==> src/rtl/power_alu_sequencer.sv <==
// Command sequencer for the 8-bit accumulator ALU: FIFO-buffered, one op in flight.
// Define PALU_SEQ_OVF_EN to register a signed-overflow flag with each result.
module power_alu_sequencer #(
  parameter int DEPTH   = 4,
  parameter int ALU_LAT = 1
) (
  input  logic       clk,
  input  logic       rst,
  input  logic       in_valid,
  output logic       in_ready,
  input  logic [3:0] in_opcode,
  input  logic [7:0] in_operand,
  output logic       res_valid,
  input  logic       res_ready,
  output logic [7:0] res_data,
  output logic [3:0] res_opcode,
  output logic       busy,
  output logic [3:0] alu_opcode,
  output logic [7:0] alu_a,
  input  logic [7:0] alu_b,
  output logic       ovf
);

  localparam int AW = $clog2(DEPTH);
  localparam int CW = (ALU_LAT > 1) ? $clog2(ALU_LAT) : 1;

  typedef enum logic [2:0] {
    S_INIT, S_IDLE, S_ISSUE, S_WAIT, S_RESP
  } state_t;

  state_t state_q, state_d;

  logic [11:0]   mem_q [DEPTH];
  logic [AW-1:0] wr_q, rd_q;
  logic [AW:0]   cnt_q;
  logic [3:0]    op_q;
  logic [7:0]    opr_q;
  logic [CW-1:0] lat_q;
  logic [7:0]    res_data_q;
  logic [3:0]    res_op_q;

  logic empty, full, push, pop, cap;

  assign empty     = (cnt_q == '0);
  assign full      = (cnt_q == (AW+1)'(DEPTH));
  assign in_ready  = !full && (state_q != S_INIT);
  assign push      = in_valid && in_ready;
  assign busy      = (state_q != S_IDLE) || !empty;
  assign res_valid = (state_q == S_RESP);
  assign res_data  = res_data_q;
  assign res_opcode = res_op_q;

  // Outside ISSUE the ALU transfers its own value back: the hold command.
  always_comb begin
    state_d    = state_q;
    alu_opcode = 4'h0;
    alu_a      = alu_b;
    pop        = 1'b0;
    cap        = 1'b0;
    unique case (state_q)
      S_INIT: begin
        alu_a   = 8'h00;
        state_d = S_IDLE;
      end
      S_IDLE: begin
        if (!empty) begin
          pop     = 1'b1;
          state_d = S_ISSUE;
        end
      end
      S_ISSUE: begin
        alu_opcode = op_q;
        alu_a      = opr_q;
        state_d    = S_WAIT;
      end
      S_WAIT: begin
        if (lat_q == CW'(ALU_LAT - 1)) begin
          cap     = 1'b1;
          state_d = S_RESP;
        end
      end
      S_RESP: begin
        if (res_ready) state_d = S_IDLE;
      end
      default: state_d = S_INIT;
    endcase
  end

  always_ff @(posedge clk) begin
    if (rst) begin
      state_q    <= S_INIT;
      wr_q       <= '0;
      rd_q       <= '0;
      cnt_q      <= '0;
      lat_q      <= '0;
      res_data_q <= 8'h00;
      res_op_q   <= 4'h0;
    end else begin
      state_q <= state_d;
      wr_q    <= wr_q + AW'(push);
      rd_q    <= rd_q + AW'(pop);
      unique case ({push, pop})
        2'b10:   cnt_q <= cnt_q + 1'b1;
        2'b01:   cnt_q <= cnt_q - 1'b1;
        default: cnt_q <= cnt_q;
      endcase
      if (state_q == S_WAIT && !cap) lat_q <= lat_q + 1'b1;
      else                           lat_q <= '0;
      if (cap) begin
        res_data_q <= alu_b;
        res_op_q   <= op_q;
      end
    end
  end

  always_ff @(posedge clk) begin
    if (push) mem_q[wr_q] <= {in_opcode, in_operand};
    if (pop)  {op_q, opr_q} <= mem_q[rd_q];
  end

`ifdef PALU_SEQ_OVF_EN
  logic [7:0] pre_q;
  logic       ovf_q, ovf_d;

  always_comb begin
    ovf_d = 1'b0;
    unique case (1'b1)
      (op_q == 4'h1): ovf_d = (pre_q == 8'h7F);
      (op_q == 4'h4): ovf_d = (pre_q == 8'h80);
      (op_q == 4'h2): ovf_d = (pre_q[7] == opr_q[7]) &&
                              (alu_b[7] != pre_q[7]);
      (op_q == 4'h3): ovf_d = (pre_q[7] != opr_q[7]) &&
                              (alu_b[7] != pre_q[7]);
      default:        ovf_d = 1'b0;
    endcase
  end

  always_ff @(posedge clk) begin
    if (rst) begin
      ovf_q <= 1'b0;
    end else begin
      if (state_q == S_ISSUE) pre_q <= alu_b;
      if (cap)                ovf_q <= ovf_d;
    end
  end

  assign ovf = ovf_q;
`else
  assign ovf = 1'b0;
`endif

endmodule

==> config.mk <==
export PLATFORM = sky130hd
export DESIGN_NAME = power_alu_sequencer
export DESIGN_NICKNAME = d
export VERILOG_FILES = /design/src/rtl/power_alu_sequencer.sv
export SDC_FILE = /design/constraint.sdc
export NUM_CORES = 1
export LEC_CHECK = 0
export CORE_ASPECT_RATIO = 1.1
export CORE_UTILIZATION = 30
export CTS_CLUSTER_DIAMETER = 50
export CTS_CLUSTER_SIZE = 30
export DETAILED_ROUTE_END_ITERATION = 10
export GPL_TIMING_DRIVEN = 1
export PLACE_DENSITY_LB_ADDON = 0.15
export SLEW_MARGIN = 40
export SYNTH_ARGS = -nofsm -noshare
export SYNTH_HDL_FRONTEND = slang
export SYNTH_SLANG_ARGS = --single-unit
export TNS_END_PERCENT = 100
==> constraint.sdc <==
create_clock -name clk -period 3.52 [get_ports clk]
set_clock_uncertainty 0.05 [all_clocks]
set_input_delay 0.704 -clock clk [delete_from_list [all_inputs] [get_ports clk]]
set_output_delay 0.704 -clock clk [all_outputs]
set_load 0.03 [all_outputs]
==> impl_metrics.toml, run 1 <==
[setup_path]
cp_cell_sequence = "or3b_1 > or4_4 > clkdlybuf4s50_1"
path_buf_inv = 1
required_ns = 2.77
critPathLaunchType = "register"
critPathMaxStageDelay_ns = 0.61
crit_arrival_ns = 2.25
crit_family = "simple AND/OR/NAND/NOR gates"
startpoint = "state_q[0]"
r2r-start = "state_q[2]"
crit_type = "register to output pin"
crit_fanout = 9
crit_path_end_kind = "output pin"
slowest_stage = "clkdlybuf4s50_1"

[grt]
grt_overflow_total = 0
grt_pass1_wl_um = 9960
grt_max_degree = 23
grt_pass1_vias = 1879
gr-usage-all-layers_pct = 12.2
antenna_found_initial = 0

[clocking]
path_clk_slew_ns = 0.06
clk_path_buf_depth = 2
insertion_delay_ns = 0.33
cts_tree = "yes"
h-tree-depth = 3
clockRootBuffer = "clkbuf_16"
cts_buffers = 9
ctsHoldBuffers = 0
clock-sinks = 83
post_cts_resized = 0
post_cts_buffers = 0

[routing]
via_per_inst = 4.39
wl_per_cell_um = 14.0
dr.pass1.iters = 4
drtIter0Drc = 50
drt_wl_total_um = 5950
ant_nets = 0
dr_total_vias = 1872
route.detailed.drc = 0

[sta]
fin_crit_sh_pct = 85.3
relSlewSlack_pct = 51.1
finalSetupTns_ns = 0
max_freq_mhz = 333
hold_viol_final = 0
finalCriticalPeriod_ns = 3.00
worst_pin_slew_ns = 0.731
drv_slew = 0
finalSetupViolCount = 0
rsz0062_at_grt = "no"
fin_ws_ns = 0.519
holdWs_ns = 0.403

[logic_synthesis]
synth_top_area_share_pct = 56.1
syn_avg_cell_area_sq_um = 14.5
synth_area_sq_mm = 0.00321
synthCells = 222
synth.area.top_cells = "edfxtp_1 56%, dfxtp_1 14%, mux4_2 8.4%, nand2_1 4.9%, a21oi_1 2.2%"
yosys.area.top_type = "edfxtp_1"
synth_cell_types = 36
synth-edff-count = 60
ys_ff_latch = 83
async_reset_ff_share_pct = 0
synth-main-ff-cell = "edfxtp_1"
yosys_warnings = 0
yosysSeqAreaShare_pct = 70.5

[die]
dieArea_sq_mm = 0.0111
top_level_ports = 52
die_width_um = 101
initial_utilization_pct = 30.9
num_rows = 39
die_h_um = 111
core-area_sq_mm = 0.0104

[final_layout]
diodes = 0
areaGrowthSynthToFinish_pct = 29.9
fillers = 985
fin_nets = 306
layout_common_cells = "60 x edfxtp_1, 49 x clkdlybuf4s50_1, 42 x nand2_1, 22 x dfxtp_1, 14 x a21oi_1"
layout-drive-gt1-share_pct = 13.4
layout_commonest_cell = "edfxtp_1"

[power_and_ir_drop]
power_density_mw_per_mm2 = 641
fin_total_pwr_mw = 2.68
internal-power_mw = 1.96
power.share.combinational_pct = 19.9
seqPwrFrac_pct = 46.2
swShare_pct = 26.8
power.switching_uw = 718
p_leak_nw = 1.40
ir_drop_uv = 261
p_clk_share_pct = 33.9

[flow_run]
drv_cap = 0

[placed_design]
gp_congestion = 0.673
portBuffers = 50
pre_cts_ws_ns = 0.727
dp_hpwl_um = 4000

[outcome]
outcome = "finished, final reports clean"

[hold_path]
hold_start = "res_opcode[3]"
min_path_type = "register to register"
## area by class of cell
cell class	instances	area, sq um	share of cell area, %
repair buffers	56	541	13.0
clock inverters	7	66.3	1.59
multi-input cells	124	882	21.1
inverters	4	15.0	0.360
clock buffers	9	225	5.40
well taps	143	179	4.29
flip-flops and latches	83	2260	54.3
## state kept, by name (all words and copies together), names as in the netlist
register    flops
res_opcode      4
lat_q           1
wr_q            2
op_q            4
state_q         3
res_data        8
rd_q            2
opr_q           8
mem_q          48
cnt_q           3
## cell usage after synthesis (2+ instances only)
master and n:
nor3_1 3, nand2_1 42, mux4_2 12, nor2b_1 2, buf_2 2, a21oi_1 14, and3_1 5, dfxtp_1 23
clkbuf_1 6, xnor2_1 2, inv_1 4, nor2_1 11, xor2_1 2, nor3b_1 2, edfxtp_1 60, nand3_1 8
buf_4 2, buf_1 2, ha_1 3
## worst paths after layout
kind                   endpoint  slack, ns  cells past startpoint
hold reg to reg   res_opcode[3]       0.40                      2
setup / recovery           busy       0.52                      3
setup reg to reg       cnt_q[2]       0.82                      8
hold / removal    res_opcode[3]       0.40                      2
## power by group through the flow
stage	clock network, mW	registers (mW)	logic [mW]
finish	0.908	1.23	0.532
global route	0.976	1.25	0.585
CTS	0.937	1.24	0.543
detailed placement	0	1.26	0.541
global placement	0	1.25	0.536
floorplan	0	1.23	0.367
## kinds of logic after synthesis
| logic type | after synthesis | share of synthesized area [%] |
|---|---|---|
| muxes | 12 | 8.42 |
| AOI/OAI and AO/OA | 19 | 3.47 |
| xor gates and xnor gates | 4 | 1.09 |
| adders and majority gates | 4 | 1.79 |
| other | 1 | 0.117 |
| DFF | 83 | 70.5 |
| buffers and inverters | 16 | 2.18 |
| and+or+nand+nor | 83 | 12.5 |
## routing by layer
metal,global-route usage (%),vias up,routed length [um]
met2,19.3,45,2870
met3,2.53,12,244
met5,0,-,0
met1,15.1,894,2670
met4,7.44,0,165
li1,-,921,-
## through the flow
stage	util (%)	cell area (sq um)	cells
after floorplan	-	3210	223
after global placement	37.4	3880	410
after global routing	40.1	4170	426
after CTS	40.1	4170	426
final	40.1	4170	426
after detailed placement	37.3	3880	410
## tightest hold or removal path, stage by stage, from the launching register on
cell and delay [ns]:
dfxtp_1 0.30, nand2_1 0.05, a21oi_1 0.05
Power figures use the tool's default switching activity.
==> run 2, diff against run 1 <==
clock period = 3.47 ns   (was 3.52 ns; I/O delays follow)
==> run 2 against run 1 <==
Hold slack hardly changed. Core utilization down 0.072 points. Sequential power barely moved. Critical path depth is the same. Global-route usage is 0.16 points lower. First-iteration DRC count up 8.0%. Sequential cell count stayed put. Combinational power increased by 2%. Die area unchanged. Highest routed layer unchanged.
==> impl_metrics.toml, run 2 (synthesis gave the netlist of run 1 again) <==
[outcome]
outcome = "finished, final reports clean"

[die]
initial_utilization_pct = 30.9
top_level_ports = 52
core-area_sq_mm = 0.0104
die_width_um = 101
die_h_um = 111
num_rows = 39
dieArea_sq_mm = 0.0111

[power_and_ir_drop]
power.switching_uw = 722
power.share.combinational_pct = 20.0
power_density_mw_per_mm2 = 650
seqPwrFrac_pct = 46.3
ir_drop_uv = 269
internal-power_mw = 1.98
p_leak_nw = 1.40
swShare_pct = 26.7
fin_total_pwr_mw = 2.70
p_clk_share_pct = 33.7

[sta]
finalCriticalPeriod_ns = 3.02
finalSetupTns_ns = 0
max_freq_mhz = 331
relSlewSlack_pct = 52.4
rsz0062_at_grt = "no"
fin_ws_ns = 0.450
drv_slew = 0
fin_crit_sh_pct = 87.0
worst_pin_slew_ns = 0.713
hold_viol_final = 0
holdWs_ns = 0.403
finalSetupViolCount = 0

[grt]
grt_pass1_vias = 1900
antenna_found_initial = 0
gr-usage-all-layers_pct = 12.0
grt_max_degree = 23
grt_pass1_wl_um = 9840
grt_overflow_total = 0

[routing]
drt_wl_total_um = 6000
ant_nets = 0
route.detailed.drc = 0
wl_per_cell_um = 14.1
via_per_inst = 4.41
dr.pass1.iters = 4
dr_total_vias = 1876
drtIter0Drc = 54

[clocking]
cts_tree = "yes"
clock-sinks = 83
clk_path_buf_depth = 2
post_cts_resized = 0
cts_buffers = 9
post_cts_buffers = 0
ctsHoldBuffers = 0
path_clk_slew_ns = 0.06
insertion_delay_ns = 0.33
clockRootBuffer = "clkbuf_16"
h-tree-depth = 3

[final_layout]
fillers = 995
layout_commonest_cell = "edfxtp_1"
final_core_util_pct = 40.1
largest_reg_flops = 48
layout_common_cells = "60 x edfxtp_1, 49 x clkdlybuf4s50_1, 42 x nand2_1, 22 x dfxtp_1, 14 x a21oi_1"
layout-drive-gt1-share_pct = 13.5
largest-register = "mem_q"
diodes = 0
fin_nets = 306
areaGrowthSynthToFinish_pct = 29.7

[hold_path]
hold_start = "res_opcode[3]"
whs_path_depth = 2
min_path_type = "register to register"

[setup_path]
critPathMaxStageDelay_ns = 0.61
required_ns = 2.73
crit_arrival_ns = 2.28
critPathLaunchType = "register"
slowest_stage = "clkdlybuf4s50_1"
startpoint = "state_q[0]"
cp_cell_sequence = "or3b_1 > or4_4 > clkdlybuf4s50_1"
crit_type = "register to output pin"
crit_fanout = 9
r2r-start = "state_q[2]"
crit_path_end_kind = "output pin"
r2r_cells = 8

[flow_run]
drv_cap = 0

[placed_design]
dp_hpwl_um = 4020
gp_congestion = 0.677
portBuffers = 50
pre_cts_ws_ns = 0.700
-- run 2: final timing paths --
kind	slack [ns]	end
setup reg to reg	0.78	cnt_q[2]
hold / removal	0.40	res_opcode[3]
setup / recovery	0.45	busy
hold reg to reg	0.40	res_opcode[3]
-- run 2: power groups by stage --
stage               sequential [mW]  combinational [mW]  clock (mW)
finish                         1.25               0.541       0.911
global route                   1.27               0.589       0.987
CTS                            1.26               0.550       0.938
detailed placement             1.28               0.549           0
global placement               1.27               0.544           0
floorplan                      1.25               0.372           0
-- run 2: per-stage QoR --
step                cell area, sq um  cells
floorplan                       3210    223
global placement                3880    410
detailed placement              3880    410
CTS                             4160    425
global route                    4160    425
finish                          4160    425
-- run 2: cell type report --
class	count	area, sq um	share of cell area, %
timing repair buffer	56	541	13.0
inverter	4	15.0	0.361
sequential	83	2260	54.4
clock buffer	10	229	5.50
multi-input combinational	124	882	21.2
clock inverter	5	55.1	1.32
tap	143	179	4.30
-- run 2: routing by layer --
layer	wire length (um)	global-route usage, %
met2	2880	18.8
met1	2710	14.7
met4	125	6.67
met5	0	0
met3	291	3.54
-- run 2: critical path, delay by kind of cell (launching register included) --
kind	cells	cell delay, ns
buffers and inverters	1	0.61
DFF	1	0.46
and+or+nand+nor	2	0.87
